$ cat src/rtl/alu_pkg.sv
// Shared ALU definitions: RV32 major opcodes and the issue result-register state encoding.
package alu_pkg;

    localparam logic [6:0] OP_R      = 7'b0110011;
    localparam logic [6:0] OP_I      = 7'b0010011;
    localparam logic [6:0] OP_LOAD   = 7'b0000011;
    localparam logic [6:0] OP_STORE  = 7'b0100011;
    localparam logic [6:0] OP_BRANCH = 7'b1100011;
    localparam logic [6:0] OP_LUI    = 7'b0110111;
    localparam logic [6:0] OP_AUIPC  = 7'b0010111;
    localparam logic [6:0] OP_JAL    = 7'b1101111;
    localparam logic [6:0] OP_JALR   = 7'b1100111;

    typedef enum logic {
        ST_EMPTY = 1'b0,
        ST_FULL  = 1'b1
    } arb_state_e;

endpackage

$ cat src/rtl/rr_arbiter.sv
// Round-robin one-hot selector: searches from requester (pointer+1) mod NUM_REQ upward.
module rr_arbiter #(
    parameter int NUM_REQ = 4
) (
    input  logic [NUM_REQ-1:0]         req,
    input  logic [$clog2(NUM_REQ)-1:0] pointer,
    output logic [NUM_REQ-1:0]         grant
);

    localparam int PTR_W = $clog2(NUM_REQ);

    logic             found;
    logic [PTR_W-1:0] idx;

    // NOTE: every variable written here gets a default first so no latch is inferred.
    always_comb begin
        grant = '0;
        found = 1'b0;
        idx   = '0;
        for (int k = 1; k <= NUM_REQ; k++) begin
            idx = PTR_W'((int'(pointer) + k) % NUM_REQ);
            if (!found && req[idx]) begin
                grant[idx] = 1'b1;
                found      = 1'b1;
            end
        end
    end

endmodule

$ cat src/rtl/alu_issue_arbiter.sv
// Issues one reservation-station request per cycle to the shared ALU and buffers its result for the CDB.
// Optional performance counters are enabled by defining ALU_ARB_PERF_EN.
module alu_issue_arbiter
    import alu_pkg::*;
#(
    parameter int NUM_REQ = 4,
    parameter int TAG_W   = 6
) (
    input  logic                     clk,
    input  logic                     rst_n,
    input  logic                     flush,
    input  logic [NUM_REQ-1:0]       req_valid,
    output logic [NUM_REQ-1:0]       req_ready,
    input  logic [NUM_REQ*7-1:0]     req_opcode,
    input  logic [NUM_REQ*3-1:0]     req_funct3,
    input  logic [NUM_REQ*7-1:0]     req_funct7,
    input  logic [NUM_REQ*32-1:0]    req_val_a,
    input  logic [NUM_REQ*32-1:0]    req_val_b,
    input  logic [NUM_REQ*TAG_W-1:0] req_tag,
    output logic [6:0]               alu_opcode,
    output logic [2:0]               alu_funct3,
    output logic [6:0]               alu_funct7,
    output logic [31:0]              alu_val_a,
    output logic [31:0]              alu_val_b,
    input  logic [31:0]              alu_result,
    input  logic                     alu_zero,
    output logic                     cdb_valid,
    input  logic                     cdb_ready,
    output logic [TAG_W-1:0]         cdb_tag,
    output logic [31:0]              cdb_result,
    output logic                     cdb_zero
`ifdef ALU_ARB_PERF_EN
    ,
    output logic [31:0]              perf_issue_cnt,
    output logic [31:0]              perf_stall_cnt
`endif
);

    localparam int PTR_W = $clog2(NUM_REQ);

    arb_state_e         state, state_next;
    logic [PTR_W-1:0]   last_grant;
    logic [PTR_W-1:0]   grant_idx;
    logic [NUM_REQ-1:0] rr_grant;
    logic [TAG_W-1:0]   grant_tag;
    logic               issue_ok;
    logic               accept;

    // Reset is folded in so no grant escapes while the block is held in reset.
    assign issue_ok = rst_n && !flush && (state == ST_EMPTY || cdb_ready);

    rr_arbiter #(.NUM_REQ(NUM_REQ)) u_rr (
        .req     (req_valid),
        .pointer (last_grant),
        .grant   (rr_grant)
    );

    assign req_ready = issue_ok ? rr_grant : '0;
    assign accept    = |req_ready;
    assign cdb_valid = (state == ST_FULL);

    // One-hot AND-OR mux; all fields read zero when nothing is granted.
    always_comb begin
        alu_opcode = '0;
        alu_funct3 = '0;
        alu_funct7 = '0;
        alu_val_a  = '0;
        alu_val_b  = '0;
        grant_tag  = '0;
        grant_idx  = '0;
        for (int i = 0; i < NUM_REQ; i++) begin
            if (req_ready[i]) begin
                alu_opcode = req_opcode[i*7 +: 7];
                alu_funct3 = req_funct3[i*3 +: 3];
                alu_funct7 = req_funct7[i*7 +: 7];
                alu_val_a  = req_val_a[i*32 +: 32];
                alu_val_b  = req_val_b[i*32 +: 32];
                grant_tag  = req_tag[i*TAG_W +: TAG_W];
                grant_idx  = PTR_W'(i);
            end
        end
    end

    always_comb begin
        state_next = state;
        if (flush) begin
            state_next = ST_EMPTY;
        end else if (accept) begin
            state_next = ST_FULL;
        end else if (state == ST_FULL && cdb_ready) begin
            state_next = ST_EMPTY;
        end
    end

    // NOTE: sequential state uses non-blocking assignments so all registers update from pre-edge values.
    always_ff @(posedge clk) begin
        if (!rst_n) begin
            state <= ST_EMPTY;
        end else begin
            state <= state_next;
        end
    end

    always_ff @(posedge clk) begin
        if (!rst_n) begin
            cdb_tag    <= '0;
            cdb_result <= '0;
            cdb_zero   <= 1'b0;
            last_grant <= PTR_W'(NUM_REQ - 1);
        end else if (accept) begin
            cdb_tag    <= grant_tag;
            cdb_result <= alu_result;
            cdb_zero   <= alu_zero;
            last_grant <= grant_idx;
        end
    end

`ifdef ALU_ARB_PERF_EN
    logic stall;

    assign stall = (|req_valid) && !accept;

    always_ff @(posedge clk) begin
        if (!rst_n) begin
            perf_issue_cnt <= '0;
            perf_stall_cnt <= '0;
        end else begin
            if (accept) perf_issue_cnt <= perf_issue_cnt + 32'd1;
            if (stall)  perf_stall_cnt <= perf_stall_cnt + 32'd1;
        end
    end
`endif

endmodule

$ cat config.mk
export PLATFORM = sky130hd
export DESIGN_NAME = alu_issue_arbiter
export DESIGN_NICKNAME = d
export VERILOG_FILES = /design/src/rtl/alu_pkg.sv /design/src/rtl/rr_arbiter.sv /design/src/rtl/alu_issue_arbiter.sv
export SDC_FILE = /design/constraint.sdc
export NUM_CORES = 1
export LEC_CHECK = 0
export BUFFER_PORTS_ARGS = -buffer_cell sky130_fd_sc_hd__buf_2
export CORE_AREA = 10 10 191 193
export CTS_CLUSTER_SIZE = 12
export DETAILED_ROUTE_END_ITERATION = 12
export DIE_AREA = 0 0 201 203
export HOLD_SLACK_MARGIN = 0.12
export RECOVER_POWER = 100
export SLEW_MARGIN = 20
export SYNTH_ARGS = -nofsm -noshare
export SYNTH_HDL_FRONTEND = slang
export SYNTH_HIERARCHICAL = 1
export SYNTH_SLANG_ARGS = --single-unit
$ cat constraint.sdc
create_clock -name clk -period 3.7 [get_ports clk]
set_input_delay 0.37 -clock clk [delete_from_list [all_inputs] [get_ports clk]]
set_output_delay 0.37 -clock clk [all_outputs]
set_load 0.02 [all_outputs]
* After elaboration in Yosys (flattened, before gate mapping)
Index checks and enable logic that the tools add are counted.
** Storage, ports and cells
- Bits in registers :: 42
- Latch bits :: 0
- Memory bits (writable) :: 0
- ROM bits :: 0
- Bits of input ports :: 389
- Output and inout bits :: 125
- Logic and storage cells :: 93
- Memories kept :: 0
** Cells by class
- Add/subtract/negate cells :: 4
- $mul :: 0
- Div/mod/pow operators :: 0
- Order comparisons :: 8
- Equal/unequal tests :: 0
- Shift-type cells :: 0
- Muxes and demuxes :: 53
- Bitwise operators :: 5
- Reduce and logical (&&, ||, !) cells :: 18
** Operator list (count)
- $mux W32 :: 8
- $mux W7 :: 8
- $mux W6 :: 4
- $mux W4 :: 5
- $mux W1 :: 14
- $lt A2 B3 Y1 const B :: 4
- $mux W3 :: 4
- $or A4 B4 Y4 :: 3
- $logic_and A1 B1 Y1 :: 10
- $bmux W1 S2 :: 4
- $demux W1 S2 :: 4
- $ge A2 B1 Y1 const B :: 4
- $add A2 B1 Y2 const B :: 2
- $add A2 B2 Y2 const B :: 2
- $logic_not A1 Y1 :: 4
- $mux W2 :: 2
- $reduce_or A4 Y1 :: 1
- $not A1 Y1 :: 2
- $reduce_bool A2 Y1 :: 1
- $reduce_or A2 Y1 :: 1
- $logic_or A1 B1 Y1 :: 1

* Logic depth before layout (Yosys ltp)
- Depth after elaboration :: 18
- Gate-level depth with buffers :: 13
- Depth with buffers taken out :: 9

* By module
Netlist, hierarchy kept.
** By module, submodules not included
- alu_issue_arbiter :: times used 1, cells an instance 700, area an instance 4884.7 um^2, sequential area each 840.8 um^2
- rr_arbiter :: times used 1, cells an instance 38, area an instance 357.8 um^2, sequential area each 0.0 um^2

* Worst setup path before layout
No wires, ideal clock.
- Kind :: flip-flop to output port
- Start point :: reg last_grant[0]
- End point :: out alu_funct7[0]
- Data arrival time :: 3.257 ns
- Required time :: 3.330 ns
- Setup slack :: 0.073 ns
- Stages on the path, launching flop included :: 13
- Buffers on the path :: 3
- Path through :: dfxtp_1 inv_1 ha_1 mux4_1 nor4b_4 nand2_1 o211ai_1 buf_6 buf_2 clkbuf_1 nand3b_1 a21o_1 a21oi_1
** On the way
- Elaborated cells between the ends (all ways) :: 53
- Those cells by class :: 4 x add/sub; 8 x order compare; 28 x mux; 3 x bitwise; 10 x reduce/logical
** RTL lines
- start, declared :: line alu_issue_arbiter.sv:42 : logic [PTR_W-1:0] last_grant;
- start signal, assigned :: line alu_issue_arbiter.sv:109 : last_grant <= PTR_W'(NUM_REQ - 1);
- start signal, assigned :: line alu_issue_arbiter.sv:114 : last_grant <= grant_idx;
- branches (longest 12 deep; another with $lt A2 B3 Y1)
- $mux W4 * :: line rr_arbiter.sv:22 : if (!found && req[idx]) begin
- via rr_grant[1] :: line alu_issue_arbiter.sv:44 : logic [NUM_REQ-1:0] rr_grant;
- $mux W4 * :: line alu_issue_arbiter.sv:58 : assign req_ready = issue_ok ? rr_grant : '0;
- $mux W7 * (3 in series) :: line alu_issue_arbiter.sv:72 : if (req_ready[i]) begin
- end, declared :: line alu_issue_arbiter.sv:22 : output logic [6:0] alu_funct7,
Mark *: on every way through the listed nets, which the timed path passes. The select of a mux whose other input is x is not followed.

* Final worst setup path
- Start point :: reg last_grant[0]
- End point :: out alu_val_b[19]
** On the way
- Elaborated cells between the ends (all ways) :: 53
- Those cells by class :: 4 x add/sub; 8 x order compare; 28 x mux; 3 x bitwise; 10 x reduce/logical
** RTL lines
- branches (longest 12 deep; another with $lt A2 B3 Y1)
- $mux W4 * :: line rr_arbiter.sv:22
- via rr_grant[1] :: line alu_issue_arbiter.sv:44
- $mux W4 * :: line alu_issue_arbiter.sv:58
- $mux W32 * (3 in series) :: line alu_issue_arbiter.sv:72
- end, declared :: line alu_issue_arbiter.sv:24 : output logic [31:0] alu_val_b,
Marks and branches as above.

==> qor.csv <==
metric,value,unit
maxCapViolCount,0,
clockBufferDepth,2,
ys_ff_latch,42,
firstDrtPassIters,5,
syn_to_final_growth,79.4,%
hold_slack,338,ps
io-pin-count,514,
drt_iter0_drc,611,
antenna_found_initial,14,
grt_pass1_wl,52800,um
cts.sinks,42,
syn_nets,1135,
fmax,275,MHz
critPathLaunchType,register,
crit_slowest_cell,mux4_2,
wirelength,38300,um
rsz0062_at_grt,yes,
dr_wl_met2,18900,um
clk_pin_slew,60,ps
yosys_warnings,6,
final_core_util,29.0,%
cp.required,3330,ps
tns,0,ps
hold_buffers,0,
overflow,0,
yosysUniqueCellTypes,36,
placed_cells,1629,
clk_latency,280,ps
layout-drive-gt1-share,50.3,%
slew_violations,0,
power_density,558,nW/um2
max_slew.worst_pin.slew,938,ps
grt_pass1_vias,8303,
path_common_cell,buf_4,
start_util,16.2,%
routed.top_layer,met5,
hp-class,in -> reg,
grt_use_total,16.3,%
slew_headroom,37.5,%
synth_area,5240,um2
period_needed,3640,ps
critical_path.max_fanout,9,
io_buffers,513,
drtAntennaViolNets,0,
die_x,201,um
cts_made_buffers,5,
coreArea,32500,um2
htree_levels,2,
reg2reg_slack,440,ps
endpoint_kind,output port,
grt_max_degree,66,
async_reset_ff_share,0,%
cts-root-buf,clkbuf_16,
period_share,98.3,%
finalSetupViolations,0,
synth-edff-count,0,
die-height,203,um
slowest_delay,550,ps
total_power,5.25,mW
wl_met3,3800,um
vias,8316,
m1WireLength,14600,um
detail_route.wl_per_cell,22.8,um
synthCells,738,
via_per_inst,4.94,
fillers,3570,
ys_seq_area_share,16.0,%
dp_hpwl,28200,um
p_leak,4.06,nW
cts_tree,built,
path_class,reg -> out,
avgSynthCellArea,7.10,um2
irDropWorstVdd,314,uV
place_congestion,0.963,
fin_worst_skew,8.80,ps
fp-row-count,66,
outcome,completed,
fp.dieArea,40800,um2
hold_violations,0,
crit_chain,"buf_6, mux4_2, buf_4, nor4b_4, nand2_1, o211ai_1, buf_4, clkbuf_16, buf_12, nand3b_1, a21o_1, a21oi_2, buf_4",
drc,0,
final-instance-count-excl-fill,1684,
synth_ff_type,dfxtp_1,
nets,1628,
arrival,3270,ps
state kept, by name, summed over array words and instances (netlist names):
register / count
cdb_result: 32
last_grant: 2
cdb_zero: 1
cdb_tag: 6
cdb_valid: 1
what timing repair did:
item / 4_1_cts / 5_1_grt
setup endpoints to repair: 77 / 82
endpoints found under the hold margin: 0 / 0
resized for setup: 22 / 137
buffers inserted: 11 / 13
gates cloned: 7 / 7
pin swaps: 5 / 39
logic make-up after synthesis:
logic type	count (synthesis)	synth area share, %
compound gates	346	44.1
mux	4	1.86
buf+inv	112	10.5
flops	42	16.0
simple gates	226	25.6
fa+ha+maj	8	1.91
layout make-up:
| cell class | instances | area, um2 | area share [%] |
|---|---|---|---|
| multi-input cells | 584 | 4130 | 43.9 |
| clock buffers | 8 | 166 | 1.77 |
| flip-flops and latches | 42 | 843 | 8.97 |
| diodes | 10 | 25.0 | 0.266 |
| inverters | 15 | 61.3 | 0.652 |
| well taps | 442 | 553 | 5.88 |
| repair buffers | 583 | 3630 | 38.6 |
report_power, final:
group	internal [mW]	switching, mW
sequential	0.516	0.0381
clock	0.305	0.173
combinational	1.85	2.36
total	2.67	2.57
path summary, 6_finish.rpt:
kind,from,endpoint,cells after the start
setup / recovery,last_grant[0]$_SDFFE_PN1P_,alu_val_b[19],13
hold / removal,alu_result[6],cdb_result[6]$_SDFFE_PN0P_,3
setup reg to reg,last_grant[0]$_SDFFE_PN1P_,cdb_result[16]$_SDFFE_PN0P_,14
hold reg to reg,cdb_result[0]$_SDFFE_PN0P_,cdb_result[0]$_SDFFE_PN0P_,2
synth_stat cells, drive strengths merged, types with 5 or more instances:
master	number	area share (%)
a22oi	79	11
buf	53	6.3
clkbuf	44	3.2
dfxtp	42	16
o31ai	35	5.0
nand4	33	3.9
nor2	5	0.36
a221o	8	1.5
ha	8	1.9
nand2	87	6.2
inv	15	1.1
o211ai	5	0.72
nand3b	81	12
a21o	75	11
a21oi	125	12
critical path: cells and delay by family (launching register included):
kind            cells  cell delay [ps]
flops               1              360
mux                 1              550
buf+inv             6              920
simple gates        3              590
compound gates      3              540
per-stage QoR:
stage	area, um2	worst slack (ps)
2_1_floorplan	5240	72.7
3_3_place_gp	8250	129
3_5_place_dp	8250	36.3
4_1_cts	8740	17.7
5_1_grt	9400	-70.1
6_report	9410	64.4
layout by cell type (no fill, tap or decap), types with 36 or more instances in the layout:
cell type,synthesis,layout
buf_2,29,412
a21oi_1,125,110
buf_4,7,88
nand2_1,87,85
nand3b_1,81,81
a21o_1,75,75
a22oi_1,79,43
dfxtp_1,42,40
clkbuf_1,44,40
a22oi_2,0,36
metal layers:
| metal | track usage (%) | up-vias |
|---|---|---|
| met1 | 18.6 | 3967 |
| met3 | 5.19 | 68 |
| met2 | 28.8 | 474 |
| met5 | 0 | - |
| li1 | - | 3799 |
| met4 | 4.00 | 8 |
Note: power is estimated with default switching activity, not from simulation.
